## config.mk

```make
export PLATFORM = sky130hd
export DESIGN_NAME = dds_phase_gen
export DESIGN_NICKNAME = d
export VERILOG_FILES = /design/src/rtl/dds_phase_gen.sv
export SDC_FILE = /design/constraint.sdc
export NUM_CORES = 1
export LEC_CHECK = 0
export CORE_UTILIZATION = 60
export CTS_BUF_LIST = sky130_fd_sc_hd__clkbuf_4 sky130_fd_sc_hd__clkbuf_8 sky130_fd_sc_hd__clkbuf_16
export CTS_CLUSTER_DIAMETER = 50
export CTS_CLUSTER_SIZE = 8
export DETAILED_ROUTE_END_ITERATION = 6
export GPL_TIMING_DRIVEN = 0
export PLACE_DENSITY_LB_ADDON = 0.08
export SETUP_SLACK_MARGIN = 0.02
export SLEW_MARGIN = 30
export SYNTH_ARGS = -nofsm -noshare
export SYNTH_HDL_FRONTEND = slang
export SYNTH_SLANG_ARGS = --single-unit
export TNS_END_PERCENT = 100
```

## constraint.sdc

```tcl
create_clock -name clk -period 6.5 [get_ports clk]
set_input_delay 1.3 -clock clk [delete_from_list [all_inputs] [get_ports clk]]
set_output_delay 1.3 -clock clk [all_outputs]
set_load 0.005 [all_outputs]
```

## src/rtl/dds_phase_gen.sv

```systemverilog
`default_nettype none
// ============================================================================
// Module   : dds_phase_gen
// Purpose  : DDS phase accumulator with burst control and period-aligned retuning
// Revision : 1.0
// ============================================================================
module dds_phase_gen #(
  parameter int ACC_W    = 24,
  parameter int ADDR_W   = 8,
  parameter int CNT_W    = 16,
  parameter int PIPE_LAT = 2
) (
  input  logic              clk,
  input  logic              rst,
  input  logic              start,
  input  logic              stop,
  input  logic              fcw_valid,
  output logic              fcw_ready,
  input  logic [ACC_W-1:0]  fcw,
  input  logic [ADDR_W-1:0] pword,
  input  logic [CNT_W-1:0]  cycles,
  output logic [ADDR_W-1:0] addr,
  output logic              en,
  output logic              busy,
  output logic              done
);

  localparam int                c_DR_W    = (PIPE_LAT > 1) ? $clog2(PIPE_LAT) : 1;
  localparam logic [c_DR_W-1:0] c_DR_LAST = c_DR_W'(PIPE_LAT - 1);

  typedef enum logic [1:0] {
    S_IDLE  = 2'd0,
    S_RUN   = 2'd1,
    S_DRAIN = 2'd2
  } state_t;

  state_t             r_state;
  logic [ACC_W-1:0]   r_acc;
  logic [ACC_W-1:0]   r_fcw_cur;
  logic [ACC_W-1:0]   r_fcw_pend;
  logic               r_pend_v;
  logic [CNT_W-1:0]   r_cnt;
  logic [CNT_W-1:0]   r_cycles;
  logic [c_DR_W-1:0]  r_drain;

  logic [ACC_W:0]     w_sum;
  logic               w_wrap;
  logic               w_xfer;
  logic               w_last;
  logic [CNT_W-1:0]   w_cnt_inc;

  assign w_sum     = {1'b0, r_acc} + {1'b0, r_fcw_cur};
  assign w_wrap    = w_sum[ACC_W];
  assign w_xfer    = fcw_valid && !r_pend_v;
  assign w_cnt_inc = r_cnt + 1'b1;
  assign w_last    = w_wrap && (r_cycles != '0) && (w_cnt_inc == r_cycles);
  assign fcw_ready = !r_pend_v;

  always_ff @(posedge clk or posedge rst) begin
    if (rst) begin
      r_state    <= S_IDLE;
      r_acc      <= '0;
      r_fcw_cur  <= '0;
      r_fcw_pend <= '0;
      r_pend_v   <= 1'b0;
      r_cnt      <= '0;
      r_cycles   <= '0;
      r_drain    <= '0;
      addr       <= '0;
      en         <= 1'b0;
      busy       <= 1'b0;
      done       <= 1'b0;
    end else begin
      done <= 1'b0;
      case (r_state)
        S_IDLE: begin
          if (w_xfer) r_fcw_cur <= fcw;
          if (start) begin
            r_state  <= S_RUN;
            r_acc    <= '0;
            r_cnt    <= '0;
            r_cycles <= cycles;
            en       <= 1'b1;
            busy     <= 1'b1;
            addr     <= pword;
          end
        end
        S_RUN: begin
          if (stop) begin
            r_state <= S_DRAIN;
            r_drain <= '0;
            en      <= 1'b0;
            if (w_xfer) begin
              r_fcw_pend <= fcw;
              r_pend_v   <= 1'b1;
            end
          end else begin
            r_acc <= w_sum[ACC_W-1:0];
            // Saturate so continuous bursts never roll the period count over.
            if (w_wrap && (r_cnt != '1)) r_cnt <= w_cnt_inc;
            if (w_wrap && r_pend_v) begin
              r_fcw_cur <= r_fcw_pend;
              r_pend_v  <= 1'b0;
            end else if (w_xfer) begin
              r_fcw_pend <= fcw;
              r_pend_v   <= 1'b1;
            end
            if (w_last) begin
              r_state <= S_DRAIN;
              r_drain <= '0;
              en      <= 1'b0;
            end else begin
              addr <= w_sum[ACC_W-1 -: ADDR_W] + pword;
            end
          end
        end
        S_DRAIN: begin
          if (r_drain == c_DR_LAST) begin
            r_state <= S_IDLE;
            busy    <= 1'b0;
            done    <= 1'b1;
            // A word still pending at burst end becomes the idle tuning word.
            if (r_pend_v) begin
              r_fcw_cur <= r_fcw_pend;
              r_pend_v  <= 1'b0;
            end else if (w_xfer) begin
              r_fcw_cur <= fcw;
            end
          end else begin
            r_drain <= r_drain + 1'b1;
            if (w_xfer) begin
              r_fcw_pend <= fcw;
              r_pend_v   <= 1'b1;
            end
          end
        end
        default: begin
          r_state <= S_IDLE;
          en      <= 1'b0;
          busy    <= 1'b0;
        end
      endcase
    end
  end

endmodule
`default_nettype wire
```

==> summary.md, run 1 <==
| Metric | Value |
|---|---|
| CP Capture Type | flop |
| Flops & latches, synth | 119 |
| Post-Syn Nets | between 700 and 800 |
| Vias per std cell | 6.23 |
| CTS root buf | clkbuf_16 |
| Reg2Reg Depth | 21 |
| Post-DP HPWL | ~11,000 um |
| Clock-pin slew on the worst setup and hold paths | approximately 50 ps |
| Hold crit path type | flop to flop |
| Worst-Margin Slew | about 670 ps |
| Vias in the first global route | approximately 5,700 |
| Post-synth cell types | between 60 and 70 |
| Port-buffer cells | between 60 and 70 |
| GRT overflow | 0 |
| Fin crit share | 0.788 |
| CTS tree | done |
| DIE WIDTH | ~110 um |
| Cells after synthesis | approximately 680 |
| WHS | approximately 490 ps |
| Hold endpoint | r_acc[11] |
| Cell area power density | 442 nW/um^2 |
| Dominant cells by area after synthesis | dfrtp_1 43%, mux2_2 6.8%, ha_1 6.7% |
| Pre-CTS WS | 1550 ps |
| Setup violators final | 0 |
| Hold path startpoint | r_acc[11] |
| Max-Cap Viols | 0 |
| Area grow syn2layout | 20.7% |
| Yosys warns | 0 |
| Iteration-0 DRC Markers | around 400 |
| R2r setup slk | roughly 1400 ps |
| CP max FO | 4 |
| Seq/Total Area, Yosys | 0.431 |
| Ant. Diodes | 0 |
| Synth Cell Area | ~7000 um^2 |
| Unrepaired setup endpoints after global routing | no |
| Share of post-route cells with drive strength above 1 | 0.121 |
| Largest net degree at the start of global routing | 86 |
| Total wire length | 16,100 um |
| H-tree depth | 4 |
| Number of routed nets with antenna violations | 0 |
| WP data required | 6830 ps |
| Synth top area share | 0.431 |
| Final min period | just over 5000 ps |
| Post-synth top area cell | dfrtp_1 |
| Clk_lat worst skew | roughly 410 ps |
| Starting Density | 0.627 |
| Slew HR | 0.553 |
| Core area | about 11,000 um^2 |
| EDFF count, synth | 0 |
| Avg WL per Cell | ~18 um |
| Hold bufs inserted after CTS | 0 |
| Fmax | slightly below 0.2 GHz |
| Setup Buffers After CTS | 0 |
| Die footprint | around 12,000 um^2 |
| Gp weighted congestion | just under 0.9 |
| Syn avg cell area | about 10 um^2 |
| Total power | around 3.7 mW |
| Fin util | 0.756 |
| WHS Path Cells | 2 |
| Top_reg_cell synth | dfrtp_1 |
| Io pins | 65 |
| Leak pwr | 3.68 nW |
| CTS Buffer Depth | 2 |
| WS Path Type | flop to flop |
| Final Hold Fails | 0 |
| Initial antenna violation count | 0 |
| Filler Cells Inserted | 801 |
| Die Ht | roughly 110 um |
| Max Slew Vio Count | 0 |
| Reg2reg end | addr[7] |
| Startpoint class of the critical path | flop |
| Status | complete, no violations |
| Fin nets | approximately 860 |
| Total track usage | 0.295 |
| Total number of vias | roughly 5,700 |
| Peak supply drop | between 200 and 300 uV |
| First-pass GRT wire length | approximately 27,000 um |
| Number of detailed-route iterations in the first pass | 5 |
| Clk sinks | 119 |
| Start of the worst register-to-register path | r_acc[0] |
| Setup ws final | 1380 ps |
| Final setup TNS | 0 ps |
| Num CTS Buffers | 17 |
| Std cell rows | 38 |
| Clock skew | ~6.3 ps |
| # DRC | 0 |
| Fraction of registers with async set/reset | 1.00 |
| CTS-repair resized insts | 0 |
| Crit path arrival time | 5450 ps |
## through the flow
step / cells / cell area (um^2)
2_1_floorplan: 681 / 6910
3_3_place_gp: 885 / 7730
3_5_place_dp: 886 / 7770
4_1_cts: 915 / 8340
5_1_grt: 915 / 8340
6_report: 915 / 8340
## worst max-delay path by stage
stage	from	to	slack, ps	cells past startpoint
6_report	r_acc[0]	addr[7]	1380	21
3_3_place_gp	rst	r_acc[16]	450	2
5_1_grt	r_fcw_cur[0]	addr[7]	1130	21
4_1_cts	r_fcw_cur[0]	addr[7]	1440	21
3_5_place_dp	r_fcw_cur[0]	addr[7]	1550	21
2_1_floorplan	rst	addr[0]	2040	1
## cell families (layout without fill, tap and decap cells)
| family | Yosys count | count (layout) | synth area share |
|---|---|---|---|
| multiplexers | 48 | 48 | 0.0771 |
| AO/OA/AOI/OAI | 220 | 220 | 0.217 |
| adder cells (fa/ha/maj) | 39 | 39 | 0.0727 |
| buffers and inverters | 52 | 146 | 0.0317 |
| flip-flops | 119 | 119 | 0.431 |
| AND/OR/NAND/NOR | 161 | 161 | 0.118 |
| XOR/XNOR | 42 | 42 | 0.0532 |
## cell type report
| type | instances | area (um^2) | share of cell area |
|---|---|---|---|
| Sequential cell | 119 | 2980 | 0.357 |
| Multi-Input combinational cell | 510 | 3720 | 0.446 |
| Clock buffer | 25 | 504 | 0.0604 |
| Tap cell | 140 | 175 | 0.0210 |
| Inverter | 20 | 82.6 | 0.00990 |
| Timing Repair Buffer | 65 | 668 | 0.0801 |
| Clock inverter | 4 | 70.1 | 0.00840 |
| Buffer | 32 | 144 | 0.0172 |
## cells in the final DEF (no fill, tap or decap), types with 10 or more instances in the layout
| master | netlist | routed |
|---|---|---|
| o21ai_0 | 48 | 48 |
| clkbuf_16 | 0 | 17 |
| o2bb2ai_1 | 25 | 25 |
| nor2b_1 | 10 | 10 |
| nor2_1 | 36 | 36 |
| mux2_2 | 42 | 42 |
| inv_1 | 20 | 19 |
| xnor2_1 | 27 | 27 |
| nand2_1 | 47 | 47 |
| nand3_1 | 11 | 11 |
| a21oi_1 | 49 | 49 |
| ha_1 | 37 | 37 |
| clkbuf_1 | 21 | 21 |
| xor2_1 | 15 | 15 |
| dfrtp_1 | 119 | 119 |
| o31ai_1 | 10 | 10 |
| a22oi_1 | 26 | 26 |
| a21o_1 | 13 | 13 |
| clkdlybuf4s50_1 | 0 | 64 |
## state kept, by name (all words and copies together) (netlist names), 2 cells and up
signal and count:
r_state 2, r_cnt 16, r_fcw_pend 24, r_fcw_cur 24, r_acc 24, r_cycles 16
addr 8
## layer usage
metal / up-vias / track usage / wire, um / part of all wire
li1: 2699 / - / - / -
met1: 2765 / 0.370 / 6990 / 0.43
met2: 200 / 0.489 / 7780 / 0.48
met3: 39 / 0.0753 / 910 / 0.057
met4: 0 / 0.118 / 397 / 0.025
met5: - / 0 / 0 / 0
## synth_stat cells, types with 5 or more instances
library cell	count
dfrtp_1	119
a21oi_1	49
o21ai_0	48
nand2_1	47
mux2_2	42
ha_1	37
nor2_1	36
xnor2_1	27
a22oi_1	26
o2bb2ai_1	25
clkbuf_1	21
inv_1	20
xor2_1	15
a21o_1	13
nand3_1	11
nor2b_1	10
o31ai_1	10
a22o_1	9
nand2b_1	9
nand4_1	9
buf_2	7
nor3_1	7
nor4_1	7
and3_1	6
mux2i_1	6
and4_1	5
## worst max-delay path: stages, from the launching register on
cell and delay [ps]:
dfrtp_1 350, ha_1 200, inv_1 60, fa_1 390, nand2b_1 220, a211oi_2 250
o21ai_1 170, o21ba_2 300, o21ai_0 420, a21o_1 190, a21oi_1 70, xnor2_1 320
ha_1 320, a21oi_1 200, a21boi_0 150, o21ai_0 170, nand2_1 100, a21o_1 180
a21o_1 180, and4_1 210, or4_1 400, a31oi_1 170
## report_power, final
group	internal [mW]	leakage (nW)	switching, mW
registers	1.01	1.53	0.183
logic	0.707	1.85	0.877
clock network	0.607	0.290	0.305
(Power assumes the default switching activity.)
==> run 2: changes to the inputs <==
--- a/config.mk
+++ b/config.mk
@@ -5,7 +5,7 @@
 export SDC_FILE = /design/constraint.sdc
 export NUM_CORES = 1
 export LEC_CHECK = 0
-export CORE_UTILIZATION = 60
+export CORE_UTILIZATION = 52
 export CTS_BUF_LIST = sky130_fd_sc_hd__clkbuf_4 sky130_fd_sc_hd__clkbuf_8 sky130_fd_sc_hd__clkbuf_16
 export CTS_CLUSTER_DIAMETER = 50
 export CTS_CLUSTER_SIZE = 8
==> constraint.sdc (replaced) <==
create_clock -name clk -period 4.6 [get_ports clk]
set_input_delay 0.92 -clock clk [delete_from_list [all_inputs] [get_ports clk]]
set_output_delay 0.92 -clock clk [all_outputs]
set_load 0.005 [all_outputs]
==> summary.md, run 2 (synthesis results as in run 1) <==
| Metric | Value |
|---|---|
| # DRC | 0 |
| H-tree depth | 4 |
| Gp weighted congestion | between 0.8 and 0.9 |
| Sequential share of power | 0.316 |
| Max Slew Vio Count | 0 |
| Iteration-0 DRC Markers | between 300 and 400 |
| Vias per std cell | around 6.0 |
| Post-DP HPWL | ~12,000 um |
| Final Hold Fails | 0 |
| Slew HR | 0.554 |
| Die footprint | approximately 14,000 um^2 |
| Worst-Margin Slew | around 670 ps |
| Hold crit path type | flop to flop |
| CTS root buf | clkbuf_16 |
| Clock skew | between 8 and 9 ps |
| Total number of vias | roughly 5,700 |
| Start of the worst register-to-register path | r_acc[0] |
| Most frequent cells in the layout | 119 x dfrtp_1, 64 x clkdlybuf4s50_1, 48 x a21oi_1 |
| Status | complete, no violations |
| Fin nets | 863 |
| Commonest non-fill, non-tap cell in the layout | dfrtp_1 |
| Combinational power share | 0.432 |
| Total track usage | 0.251 |
| Num CTS Buffers | 17 |
| Busiest grt layer | met2 |
| CP max FO | 4 |
| Sw frac | 0.375 |
| Port-buffer cells | between 60 and 70 |
| WHS Path Cells | 2 |
| R2r setup slk | approximately 240 ps |
| Clock-pin slew on the worst setup and hold paths | about 60 ps |
| Share of post-route cells with drive strength above 1 | 0.140 |
| Std cell rows | 41 |
| Met3 Use GR | 0.0584 |
| Final min period | about 4400 ps |
| Number of routed nets with antenna violations | 0 |
| Setup ws final | 244 ps |
| Vias in the first global route | roughly 5,600 |
| Pre-CTS WS | -367 ps |
| Hold path startpoint | r_acc[14] |
| CP Capture Type | flop |
| Number of detailed-route iterations in the first pass | 5 |
| Io pins | 65 |
| WP data required | roughly 4900 ps |
| Cell area power density | 625 nW/um^2 |
| Initial antenna violation count | 0 |
| Unrepaired setup endpoints after global routing | no |
| Hold endpoint | r_acc[14] |
| Avg WL per Cell | approximately 17 um |
| Fin crit share | 0.947 |
| Clk sinks | roughly 120 |
| Total wire length | ~16,000 um |
| Area grow syn2layout | 23.2% |
| P_int | around 3.3 mW |
| Ant. Diodes | 0 |
| Reg2Reg Depth | 21 |
| Startpoint class of the critical path | flop |
| CTS tree | done |
| Setup violators final | 0 |
| WS Path Type | flop to flop |
| Die Ht | around 120 um |
| CTS Buffer Depth | 2 |
| Core area | roughly 13,000 um^2 |
| Clock power share | 0.253 |
| Regs by FF count | r_acc (24), r_fcw_cur (24), r_fcw_pend (24) |
| Reg2reg end | addr[7] |
| Leak pwr | ~3.7 nW |
| Max-Cap Viols | 0 |
| Starting Density | 0.541 |
| Filler Cells Inserted | around 1,000 |
| Routing usage on met2 | 0.416 |
| Fmax | approximately 0.23 GHz |
| GRT overflow | 0 |
| Clk_lat worst skew | 420 ps |
| Final setup TNS | 0 ps |
| Crit path arrival time | 4700 ps |
| First-pass GRT wire length | roughly 28,000 um |
| Largest net degree at the start of global routing | slightly below 90 |
| Peak supply drop | around 360 uV |
| NetSw | roughly 2.0 mW |
| DIE WIDTH | roughly 120 um |
| Global routing usage on met1 | 0.326 |
==> run 2: changes by cell type in the layout (fill, tap and decap cells not counted), moves of 2 or more <==
| cell | delta |
|---|---|
| buf_4 | +6 |
| o21ai_0 | -3 |
| clkbuf_4 | -2 |
| clkinv_2 | +2 |
| clkinvlp_4 | +2 |
| xnor2_1 | -2 |
| xnor2_2 | +2 |
==> run 2: cell type report <==
type	count	area, um^2	area share
timing repair buffer	71	713	0.0837
multi-input combinational	510	3790	0.445
inverter	20	82.6	0.00969
sequential	119	2980	0.349
clock buffer	24	503	0.0590
clock inverter	8	95.1	0.0112
tap	172	215	0.0253
buffer	32	144	0.0169
==> run 2: layer usage <==
layer | up-vias | share of wire
met2 | 149 | 0.49
met5 | - | 0
li1 | 2709 | -
met4 | 0 | 0.014
met1 | 2826 | 0.45
met3 | 23 | 0.040
==> run 2: stage by stage <==
step	hold WS, ps	instance area [um^2]	util	cells	power, mW
floorplan	455	6910	-	681	3.25
global placement	468	7770	0.608	917	3.81
detailed placement	478	7810	0.611	918	3.91
CTS	493	8450	0.662	950	5.30
global route	510	8520	0.667	956	5.69
finish	493	8520	0.667	956	5.32
==> run 2: worst max path at each step <==
stage	start	end	slack [ps]	cells after the start
floorplan	r_acc[0]	addr[7]	240	21
global placement	rst	r_fcw_pend[16]	-1170	2
detailed placement	r_fcw_cur[0]	addr[7]	-370	21
CTS	r_fcw_cur[0]	addr[7]	50	21
global route	r_acc[0]	addr[7]	30	21
finish	r_acc[0]	addr[7]	240	21
==> run 2: critical path, cell delays in order, from the launching register on <==
cell and delay (ps):
dfrtp_1 400, ha_4 170, inv_1 50, fa_1 370
nand2b_4 180, a211oi_4 230, o21ai_2 110, o21ba_4 240
o21ai_4 160, a21o_1 130, a21oi_1 90, xnor2_2 220
ha_1 290, a21oi_2 140, a21boi_1 100, o21ai_1 120
nand2_1 90, a21o_1 180, a21o_1 190, and4_1 230
or4_1 400, a31oi_1 180
==> run 2: repair_timing <==
| action | CTS | global route |
|---|---|---|
| endpoints found under the setup margin | 1 | 1 |
| hold buffers | 0 | 0 |
| resized for setup | 11 | 4 |
| pin swaps | 2 | 8 |
| buffers inserted | 0 | 6 |
==> run 2: power by group through the flow <==
| stage | combinational, mW | clock [mW] | sequential, mW |
|---|---|---|---|
| detailed placement | 2.23 | 0 | 1.69 |
| global route | 2.55 | 1.41 | 1.72 |
| floorplan | 1.63 | 0 | 1.62 |
| finish | 2.30 | 1.34 | 1.68 |
| CTS | 2.26 | 1.36 | 1.67 |
| global placement | 2.14 | 0 | 1.67 |
